File: config.mk
export PLATFORM = sky130hd
export DESIGN_NAME = pipelined_adder_flat
export DESIGN_NICKNAME = d
export VERILOG_FILES = /design/src/rtl/adder_pkg.sv /design/src/rtl/pipelined_adder_if.sv /design/src/rtl/adder_stage.sv /design/src/rtl/pipelined_adder.sv /design/src/flat_wrapper.sv
export SDC_FILE = /design/constraint.sdc
export NUM_CORES = 1
export LEC_CHECK = 0
export ABC_AREA = 1
export CAP_MARGIN = 20
export CELL_PAD_IN_SITES_DETAIL_PLACEMENT = 0
export CELL_PAD_IN_SITES_GLOBAL_PLACEMENT = 2
export CORE_UTILIZATION = 38
export CTS_CLUSTER_DIAMETER = 200
export CTS_CLUSTER_SIZE = 12
export DETAILED_ROUTE_END_ITERATION = 6
export PLACE_DENSITY = 0.88
export SLEW_MARGIN = 20
export SYNTH_ARGS = -nofsm -noshare
export SYNTH_HDL_FRONTEND = slang
export SYNTH_SLANG_ARGS = --single-unit
export TNS_END_PERCENT = 5
File: constraint.sdc
create_clock -name clk -period 6.9 [get_ports clk]
set_clock_uncertainty 0.15 [all_clocks]
set_input_delay 2.07 -clock clk [delete_from_list [all_inputs] [get_ports clk]]
set_output_delay 2.07 -clock clk [all_outputs]
set_load 0.02 [all_outputs]
File: src/rtl/adder_pkg.sv
// -----------------------------------------------------------------------------
// adder_pkg
// Shared constants and helpers for the pipelined adder.
//   DEF_NUMBITS  : default operand/result width
//   DEF_STAGES   : default number of pipeline stages
//   slice_width(): width of the slice each stage adds (NUMBITS / STAGES)
// -----------------------------------------------------------------------------
package adder_pkg;

    localparam int DEF_NUMBITS = 32;
    localparam int DEF_STAGES  = 4;

    function automatic int slice_width(input int numbits, input int stages);
        return numbits / stages;
    endfunction

endpackage

File: src/rtl/pipelined_adder_if.sv
// -----------------------------------------------------------------------------
// pipelined_adder_if
// Operand/result handshake bundle for pipelined_adder.
//   in_valid/in_ready   : operand beat handshake
//   A, B, carryin, sub  : operands, carry into bit 0, subtract mode
//   out_valid/out_ready : result beat handshake
//   result, carryout    : sum and raw carry out of the MSB
//   overflow            : signed overflow flag
// Modports: master drives operands and consumes results; slave is the adder.
// -----------------------------------------------------------------------------
interface pipelined_adder_if
    import adder_pkg::*;
#(
    parameter int NUMBITS = DEF_NUMBITS
);

    logic               in_valid;
    logic               in_ready;
    logic [NUMBITS-1:0] A;
    logic [NUMBITS-1:0] B;
    logic               carryin;
    logic               sub;
    logic               out_valid;
    logic               out_ready;
    logic [NUMBITS-1:0] result;
    logic               carryout;
    logic               overflow;

    modport master (
        output in_valid, A, B, carryin, sub, out_ready,
        input  in_ready, out_valid, result, carryout, overflow
    );

    modport slave (
        input  in_valid, A, B, carryin, sub, out_ready,
        output in_ready, out_valid, result, carryout, overflow
    );

endinterface

File: src/rtl/adder_stage.sv
// -----------------------------------------------------------------------------
// adder_stage
// One slice of the pipelined adder: adds the low NUMBITS/STAGES bits of the
// remaining operands plus the incoming carry, and registers the slice carry,
// the valid bit, the still-unprocessed operand bits and the result so far.
//   clk, reset        : clock, synchronous active-high reset (valid bit only)
//   adv               : global advance enable; all registers hold when low
//   vld_in/vld_out    : beat valid entering/leaving this stage
//   carry_in/out      : slice carry in, registered slice carry out
//   a_in/b_in, *_out  : remaining operand bits, low slice first
//   sum_in/sum_out    : completed result slices, shifted down one slice per stage
//   sign_a/b_in/out   : effective operand MSBs (only with PIPELINED_ADDER_OVERFLOW_EN)
// -----------------------------------------------------------------------------
module adder_stage
    import adder_pkg::*;
#(
    parameter int NUMBITS = DEF_NUMBITS,
    parameter int STAGES  = DEF_STAGES
) (
    input  logic               clk,
    input  logic               reset,
    input  logic               adv,
    input  logic               vld_in,
    input  logic               carry_in,
    input  logic [NUMBITS-1:0] a_in,
    input  logic [NUMBITS-1:0] b_in,
    input  logic [NUMBITS-1:0] sum_in,
`ifdef PIPELINED_ADDER_OVERFLOW_EN
    input  logic               sign_a_in,
    input  logic               sign_b_in,
    output logic               sign_a_out,
    output logic               sign_b_out,
`endif
    output logic               vld_out,
    output logic               carry_out,
    output logic [NUMBITS-1:0] a_out,
    output logic [NUMBITS-1:0] b_out,
    output logic [NUMBITS-1:0] sum_out
);

    localparam int W = slice_width(NUMBITS, STAGES);

    logic [W:0]         slice_sum;
    logic [NUMBITS-1:0] sum_next;

    always_comb begin
        slice_sum = {1'b0, a_in[W-1:0]} + {1'b0, b_in[W-1:0]} + {{W{1'b0}}, carry_in};
    end

    // New slice enters at the top; earlier slices slide down so that after the
    // last stage slice 0 sits in the low bits.
    generate
        if (W == NUMBITS) begin : g_full
            logic unused_sum;
            assign unused_sum = ^sum_in;
            assign sum_next   = slice_sum[W-1:0];
        end else begin : g_part
            logic unused_sum;
            assign unused_sum = ^sum_in[W-1:0];
            assign sum_next   = {slice_sum[W-1:0], sum_in[NUMBITS-1:W]};
        end
    endgenerate

    always_ff @(posedge clk) begin
        if (reset) begin
            vld_out <= 1'b0;
        end else if (adv) begin
            vld_out <= vld_in;
        end
    end

    always_ff @(posedge clk) begin
        if (adv) begin
            carry_out <= slice_sum[W];
            a_out     <= a_in >> W;
            b_out     <= b_in >> W;
            sum_out   <= sum_next;
`ifdef PIPELINED_ADDER_OVERFLOW_EN
            sign_a_out <= sign_a_in;
            sign_b_out <= sign_b_in;
`endif
        end
    end

endmodule

File: src/rtl/pipelined_adder.sv
// -----------------------------------------------------------------------------
// pipelined_adder
// NUMBITS-wide adder/subtractor split into STAGES carry-registered slices with
// a valid/ready handshake. Latency STAGES cycles, one beat per cycle.
//   clk   : clock
//   reset : synchronous active-high reset; discards all in-flight beats
//   bus   : pipelined_adder_if.slave (operands in, result out)
// Optional build macro PIPELINED_ADDER_OVERFLOW_EN: carries the effective
// operand signs down the pipe and reports signed overflow; otherwise overflow
// is tied to 0.
// NUMBITS must be an exact multiple of STAGES.
// -----------------------------------------------------------------------------
module pipelined_adder
    import adder_pkg::*;
#(
    parameter int NUMBITS = DEF_NUMBITS,
    parameter int STAGES  = DEF_STAGES
) (
    input  logic              clk,
    input  logic              reset,
    pipelined_adder_if.slave  bus
);

    logic               adv;
    logic               out_valid;
    logic               vld_p   [STAGES+1];
    logic               carry_p [STAGES+1];
    logic [NUMBITS-1:0] a_p     [STAGES+1];
    logic [NUMBITS-1:0] b_p     [STAGES+1];
    logic [NUMBITS-1:0] sum_p   [STAGES+1];
    logic               unused_rem;

    // Valid is masked by reset so the pipe looks empty (and in_ready is high)
    // during the reset cycle itself, not only after it.
    assign out_valid = vld_p[STAGES] && !reset;
    assign adv       = !out_valid || bus.out_ready;

    assign bus.in_ready  = adv;
    assign bus.out_valid = out_valid;

    // Effective operands: subtract is A + ~B + 1, folded into the carry.
    assign vld_p[0]   = bus.in_valid;
    assign carry_p[0] = bus.carryin ^ bus.sub;
    assign a_p[0]     = bus.A;
    assign b_p[0]     = bus.sub ? ~bus.B : bus.B;
    assign sum_p[0]   = '0;

    // Operand remainders are fully consumed by the last stage.
    assign unused_rem = ^{a_p[STAGES], b_p[STAGES]};

`ifdef PIPELINED_ADDER_OVERFLOW_EN
    logic sign_a_p [STAGES+1];
    logic sign_b_p [STAGES+1];

    assign sign_a_p[0] = bus.A[NUMBITS-1];
    assign sign_b_p[0] = b_p[0][NUMBITS-1];
`endif

    generate
        for (genvar i = 0; i < STAGES; i++) begin : g_stage
            adder_stage #(
                .NUMBITS (NUMBITS),
                .STAGES  (STAGES)
            ) u_stage (
                .clk        (clk),
                .reset      (reset),
                .adv        (adv),
                .vld_in     (vld_p[i]),
                .carry_in   (carry_p[i]),
                .a_in       (a_p[i]),
                .b_in       (b_p[i]),
                .sum_in     (sum_p[i]),
`ifdef PIPELINED_ADDER_OVERFLOW_EN
                .sign_a_in  (sign_a_p[i]),
                .sign_b_in  (sign_b_p[i]),
                .sign_a_out (sign_a_p[i+1]),
                .sign_b_out (sign_b_p[i+1]),
`endif
                .vld_out    (vld_p[i+1]),
                .carry_out  (carry_p[i+1]),
                .a_out      (a_p[i+1]),
                .b_out      (b_p[i+1]),
                .sum_out    (sum_p[i+1])
            );
        end
    endgenerate

    // Outputs read as zero whenever no valid beat is presented, which also
    // gives clean zeros straight out of reset.
    assign bus.result   = out_valid ? sum_p[STAGES] : '0;
    assign bus.carryout = out_valid && carry_p[STAGES];

`ifdef PIPELINED_ADDER_OVERFLOW_EN
    assign bus.overflow = out_valid
                          && (sign_a_p[STAGES] == sign_b_p[STAGES])
                          && (sum_p[STAGES][NUMBITS-1] != sign_a_p[STAGES]);
`else
    assign bus.overflow = 1'b0;
`endif

endmodule

File: src/flat_wrapper.sv
// flat-port wrapper written by rule: the top's interface ports become plain ports
module pipelined_adder_flat import adder_pkg::*;
#(
    parameter int NUMBITS = DEF_NUMBITS,
    parameter int STAGES  = DEF_STAGES
)
  (clk, reset, bus_in_valid, bus_A, bus_B, bus_carryin, bus_sub, bus_out_ready, bus_in_ready, bus_out_valid, bus_result, bus_carryout, bus_overflow);
  pipelined_adder_if #(.NUMBITS(NUMBITS)) bus_i ();
  input  logic clk;
  input  logic reset;
  input wire logic [$bits(bus_i.in_valid)-1:0] bus_in_valid;
  input wire logic [$bits(bus_i.A)-1:0] bus_A;
  input wire logic [$bits(bus_i.B)-1:0] bus_B;
  input wire logic [$bits(bus_i.carryin)-1:0] bus_carryin;
  input wire logic [$bits(bus_i.sub)-1:0] bus_sub;
  input wire logic [$bits(bus_i.out_ready)-1:0] bus_out_ready;
  output wire logic [$bits(bus_i.in_ready)-1:0] bus_in_ready;
  output wire logic [$bits(bus_i.out_valid)-1:0] bus_out_valid;
  output wire logic [$bits(bus_i.result)-1:0] bus_result;
  output wire logic [$bits(bus_i.carryout)-1:0] bus_carryout;
  output wire logic [$bits(bus_i.overflow)-1:0] bus_overflow;
  assign bus_i.in_valid = bus_in_valid;
  assign bus_i.A = bus_A;
  assign bus_i.B = bus_B;
  assign bus_i.carryin = bus_carryin;
  assign bus_i.sub = bus_sub;
  assign bus_i.out_ready = bus_out_ready;
  assign bus_in_ready = bus_i.in_ready;
  assign bus_out_valid = bus_i.out_valid;
  assign bus_result = bus_i.result;
  assign bus_carryout = bus_i.carryout;
  assign bus_overflow = bus_i.overflow;
  pipelined_adder #(.NUMBITS(NUMBITS), .STAGES(STAGES)) u_core (.clk(clk), .reset(reset), .bus(bus_i));
endmodule
==> summary.md, run 1 <==
| Metric | Value |
|---|---|
| Wirelength per Cell | `12.1 um` |
| CTS resizes | `0` |
| R2R depth | `4` |
| GR Util All Layers | `11.6%` |
| N_diodes | `0` |
| Syn nets | `660` |
| Core Footprint | `19700 um^2` |
| Maxcap violations | `0` |
| Comb pwr share | `11.3%` |
| DP Area | `9080 um^2` |
| Multi-input logic area | `1890 um^2` |
| I/O pins | `106` |
| Vias in the first global route | `3958` |
| Reg power frac | `53.4%` |
| CTS root buf | `clkbuf_16` |
| Top cells by area, synth | `edfxtp_1 (70%), nand2_1 (4.9%), ha_1 (4.5%), xor2_1 (4.1%), inv_1 (3.8%)` |
| Site Rows | `51` |
| Status | `finished, final reports clean` |
| Hold_buf cts | `0` |
| Chip height | `145 um` |
| Final Hold Fails | `0` |
| DR iter-0 viols | `207` |
| CP arrival | `3.95 ns` |
| Largest stage delay, worst path | `0.61 ns` |
| Detailed-route via count | `4028` |
| Vias/cell | `4.25` |
| DRT antenna net count | `0` |
| DP Wirelength | `7770 um` |
| Commonest non-fill, non-tap cell in the layout | `edfxtp_1` |
| CP max-delay cell | `clkdlybuf4s50_1` |
| Synth top area share | `69.8%` |
| Clock Pin Slew Worst Setup and Hold Paths | `0.07 ns` |
| Worst slack, placed | `0.696 ns` |
| P_int | `2.24 mW` |
| I/O Buffers | `104` |
| Yosys reg bits | `184` |
| Grt total ovfl | `0` |
| Crit-path cells | `clkdlybuf4s50_1, inv_2, nand2_2, buf_4, nor2_1, clkdlybuf4s50_1` |
| Synth Area per Inst | `14.0 um^2` |
| Final setup fails | `0` |
| Critical path required time | `4.68 ns` |
| Max H-tree Level | `4` |
| Largest net degree at the start of global routing | `182` |
| Fin Setup TNS | `0 ns` |
| Antenna violations before repair | `0` |
| Commonest non-fill, non-tap cells in the layout | `edfxtp_1 (180), clkdlybuf4s50_1 (103), nand2_1 (102)` |
| TritonCTS Sinks | `184` |
| Synth unique cells | `27` |
| FF+latch area | `5490 um^2` |
| Critical path fanouts, max | `25` |
| Cells after Synth | `554` |
| Rel. slew slack | `31.5%` |
| Net switching power | `0.631 mW` |
| Skew-Pair Late Insertion Delay | `0.42 ns` |
| Layout cell share with drive strength beyond 1 | `9.08%` |
| Leakage | `4.09 nW` |
| Most common cell on crit path | `clkdlybuf4s50_1` |
| Largest area contributor in the netlist | `edfxtp_1` |
| DRC | `0` |
| RSZ-0062 raised after global routing | `no` |
| First-pass GRT wire length | `18200 um` |
| Fmax | `0.162 GHz` |
| # Post-CTS Setup Buffers | `0` |
| Syn. warnings | `0` |
| Die Span X | `145 um` |
| Final instance area | `9700 um^2` |
| Fill count | `1682` |
| Max Transition Viols Final | `0` |
| Buf+Inv Stages, Crit Path | `4` |
| TritonCTS clock tree | `yes` |
| Max clock buf depth | `2` |
| Critical setup path kind | `in -> out` |
| Pwr dens | `295 nW/um^2` |
| Tcrit/Tclk final | `89.4%` |
| Initial core utilization | `39.3%` |
| Final worst setup slack | `0.733 ns` |
| Crit. End Element | `output pin` |
| Worst hold path type | `reg -> reg` |
| VDD IR max | `123 uV` |
| Final Critical Period | `6.17 ns` |
| Clock share of power | `35.3%` |
| Sequential cell area fraction in the yosys report | `70.9%` |
| DRT Wirelength | `11400 um` |
| Worst hold stages | `0` |
| Family with the most delay on the worst path | `buffers and inverters` |
| Die area | `20900 um^2` |
| NumNets Final | `778` |
| Net Sw Frac | `22.0%` |
| Slew @ Worst Pin | `1.03 ns` |
| Final RePlAce weighted congestion | `0.764` |
| Area Growth Syn to Fin | `25.3%` |
| TritonCTS Buffers | `17` |
| WP depth | `6` |
| Drt first pass iters | `5` |
| Startpoint types | `input pin` |
| Mapped Area | `7740 um^2` |
## flip-flops by register name (all words and copies together) (netlist names)
name                              flops
u_core.g_stage.u_stage.a_out         48
u_core.g_stage.u_stage.carry_out      4
u_core.g_stage.u_stage.b_out         48
u_core.g_stage.u_stage.vld_out        4
u_core.g_stage.u_stage.sum_out       80
## cell usage after synthesis, drive strengths merged
cell type and number:
xnor2 9, conb 1, edfxtp 180, fa 8
a21oi 12, nand3 17, nand2 109, xor2 36
dfxtp 4, ha 28, inv 80, nand3b 7
o21ai 3, nor2 45, buf 8, or2 7
## metrics by stage
step | cells | power [mW] | util [%] | hold slack (ns)
2_1_floorplan | 554 | 1.77 | - | 0.250
3_3_place_gp | 918 | 1.87 | 46.1 | 0.250
3_5_place_dp | 918 | 1.89 | 46.1 | 0.255
4_1_cts | 948 | 2.90 | 49.2 | 0.261
5_1_grt | 948 | 3.01 | 49.2 | 0.272
6_report | 948 | 2.87 | 49.2 | 0.261
## power groups by stage
| stage | registers [mW] | logic [mW] | clock network (mW) |
|---|---|---|---|
| after floorplan | 1.53 | 0.232 | 0 |
| after global placement | 1.55 | 0.321 | 0 |
| after detailed placement | 1.56 | 0.328 | 0 |
| after CTS | 1.53 | 0.330 | 1.04 |
| after global routing | 1.55 | 0.370 | 1.09 |
| final | 1.53 | 0.324 | 1.01 |
## cells by family after synthesis
family | after synthesis | synth area share, %
simple gates | 185 | 11.4
flops | 184 | 70.9
buf+inv | 88 | 4.70
xor+xnor | 45 | 5.09
fa+ha+maj | 36 | 6.59
compound gates | 15 | 1.31
other cells | 1 | 0.0484
## area by class of cell
class / count / share of cell area [%]
Clock inverter: 13 / 1.97
Inverter: 80 / 3.15
Tap cell: 265 / 3.42
Sequential cell: 184 / 56.5
Clock buffer: 17 / 4.38
Timing Repair Buffer: 107 / 11.0
Multi-Input combinational cell: 282 / 19.5
## final timing paths
check             slack (ns)                                 from                                   to
hold / removal          0.26  u_core.g_stage[0].u_stage.a_out[21]  u_core.g_stage[1].u_stage.a_out[13]
hold reg to reg         0.26  u_core.g_stage[0].u_stage.a_out[21]  u_core.g_stage[1].u_stage.a_out[13]
setup / recovery        0.73                                reset                       bus_result[29]
setup reg to reg        4.61    u_core.g_stage[3].u_stage.vld_out  u_core.g_stage[1].u_stage.a_out[15]
## routing by layer
layer / vias up / global-route usage [%] / share of wire, %
met5: - / 0 / 0
met2: 77 / 19.5 / 49
met4: 0 / 5.48 / 1.6
met1: 1859 / 13.9 / 46
met3: 13 / 3.22 / 3.6
li1: 2079 / - / -
## worst register-to-register path: cells and delay by family, from the launching register on
kind | cells | cell delay (ns)
buffers and inverters | 2 | 0.64
and+or+nand+nor | 2 | 0.54
DFF | 1 | 0.31
(Power assumes the default switching activity.)
==> inputs of run 2 (changes only) <==
CELL_PAD_IN_SITES_DETAIL_PLACEMENT = 1   (was 0)
==> run 2 against run 1 <==
Combinational power is 5% higher. Sequential power hardly changed. Wire length is 17% higher. Clock-buffer cell count is 1 higher. Via count is 3.7% higher. Critical path type unchanged. Worst hold slack better by 0.0054 ns. Global-route usage is 2.0 points higher. First-iteration DRC count is 7.2% lower. Sequential share of layout area is 0.10 points higher. Non-clock buffer count stayed put.
==> summary.md, run 2 (synthesis results as in run 1) <==
| Metric | Value |
|---|---|
| Status | `finished, final reports clean` |
| Vias in the first global route | `4333 (+9.5%)` |
| NumNets Final | `778 (unchanged)` |
| Die area | `20900 um^2 (unchanged)` |
| DRT antenna net count | `0 (unchanged)` |
| Core Footprint | `19700 um^2 (unchanged)` |
| Commonest non-fill, non-tap cells in the layout | `edfxtp_1 (180), clkdlybuf4s50_1 (103), nand2_1 (102)` |
| CTS resizes | `0 (unchanged)` |
| CTS root buf | `clkbuf_16` |
| # Post-CTS Setup Buffers | `0 (unchanged)` |
| Antenna violations before repair | `0 (unchanged)` |
| DRC | `0 (unchanged)` |
| RSZ-0062 raised after global routing | `no` |
| DR iter-0 viols | `192 (-7.2%)` |
| TritonCTS Sinks | `184 (unchanged)` |
| Commonest non-fill, non-tap cell in the layout | `edfxtp_1` |
| Max reg flops | `80 (unchanged)` |
| I/O pins | `106 (unchanged)` |
| Die Span X | `145 um (unchanged)` |
| CP arrival | `3.99 ns (+0.04 ns)` |
| Final setup fails | `0 (unchanged)` |
| VDD IR max | `126 uV (+2.4%)` |
| Critical setup path kind | `in -> out` |
| TritonCTS Buffers | `17 (unchanged)` |
| Area Growth Syn to Fin | `25.1%` |
| Fmax | `0.161 GHz (-0.75%)` |
| Final RePlAce weighted congestion | `0.764 (unchanged)` |
| Final Critical Period | `6.21 ns (+0.0468 ns)` |
| Critical path required time | `4.68 ns (about the same)` |
| Tcrit/Tclk final | `90.1% (+0.68 points)` |
| Rel. slew slack | `32.3% (+0.73 points)` |
| Layout cell share with drive strength beyond 1 | `9.06% (-0.013 points)` |
| Maxcap violations | `0 (unchanged)` |
| Startpoint types | `input pin` |
| Site Rows | `51 (unchanged)` |
| First-pass GRT wire length | `20900 um (+15%)` |
| Max H-tree Level | `4 (unchanged)` |
| Max clock buf depth | `2 (unchanged)` |
| DRT Wirelength | `13400 um (+17%)` |
| Slew @ Worst Pin | `1.02 ns (-0.0110 ns)` |
| DP Wirelength | `9560 um (+23%)` |
| Critical path fanouts, max | `25 (unchanged)` |
| Wirelength per Cell | `14.1 um (+17%)` |
| Fin Setup TNS | `0 ns (unchanged)` |
| Skew-Pair Late Insertion Delay | `0.42 ns (about the same)` |
| Drt first pass iters | `4 (-1)` |
| Grt total ovfl | `0 (unchanged)` |
| GR Util All Layers | `13.7% (+2.0 points)` |
| Pwr dens | `295 nW/um^2 (-0.20%)` |
| Top Registers | `u_core.g_stage.u_stage.sum_out x80, u_core.g_stage.u_stage.a_out x48, u_core.g_stage.u_stage.b_out x48` |
| Final Hold Fails | `0 (unchanged)` |
| Critical path launch point | `reset` |
| Largest net degree at the start of global routing | `182 (unchanged)` |
| R2R Path Start | `u_core.g_stage[3].u_stage.vld_out` |
| Max Transition Viols Final | `0 (unchanged)` |
| Worst Hold Launch | `u_core.g_stage[0].u_stage.b_out[11]` |
| Final Power | `2.86 mW (-0.38%)` |
| Detailed-route via count | `4179 (+3.7%)` |
| I/O Buffers | `104 (unchanged)` |
| Worst hold path type | `reg -> reg` |
| Leakage | `4.08 nW (-0.23%)` |
| Chip height | `145 um (unchanged)` |
| Vias/cell | `4.40 (+3.6%)` |
| N_diodes | `0 (unchanged)` |
| TritonCTS clock tree | `yes` |
| Hold_buf cts | `0 (unchanged)` |
| Crit. End Element | `output pin` |
| Clock Pin Slew Worst Setup and Hold Paths | `0.07 ns (about the same)` |
| Initial core utilization | `39.3% (unchanged)` |
| Reg with most FFs | `u_core.g_stage.u_stage.sum_out` |
-- run 2: worst max-delay path, cell delays in order --
cell	delay, ns
clkdlybuf4s50_1	0.41
inv_2	0.10
nand2_2	0.33
buf_4	0.33
nor2_1	0.11
clkdlybuf4s50_1	0.62
-- run 2: cell type report --
type / instances / area [um^2]
Fill cell: 1980 / 10000
Clock inverter: 13 / 170
Tap cell: 265 / 332
Multi-Input combinational cell: 282 / 1890
Clock buffer: 18 / 429
Timing Repair Buffer: 107 / 1070
Sequential cell: 184 / 5490
Inverter: 80 / 305
-- run 2: final timing paths --
check / end / slack (ns) / cells past startpoint
min: u_core.g_stage[1].u_stage.b_out[3] / 0.27 / 0
max: bus_result[27] / 0.69 / 6
min reg2reg: u_core.g_stage[1].u_stage.b_out[3] / 0.27 / 0
max reg2reg: u_core.g_stage[2].u_stage.sum_out[17] / 4.57 / 4
-- run 2: metrics by stage --
step,hold slack [ns],worst slack [ns],utilization (%),cells,area (um^2)
after global placement,0.250,0.720,46.1,918,9080
after detailed placement,0.256,0.642,46.1,918,9080
after CTS,0.265,0.638,49.1,949,9680
after floorplan,0.250,0.398,-,554,7740
after global routing,0.266,0.537,49.1,949,9680
final,0.267,0.686,49.1,949,9680
-- run 2: report_power, final --
group          internal, mW  total [mW]  leakage [nW]  switching (mW)
sequential             1.48        1.54          1.95          0.0609
clock                 0.573       0.980         0.291           0.407
combinational         0.154       0.339          1.85           0.185
-- run 2: per-layer routing --
metal	global-route usage [%]	vias up	part of all wire (%)
li1	-	2079	-
met1	15.5	2003	42
met2	24.3	76	53
met3	3.59	21	3.6
met4	5.76	0	1.8
met5	0	-	0
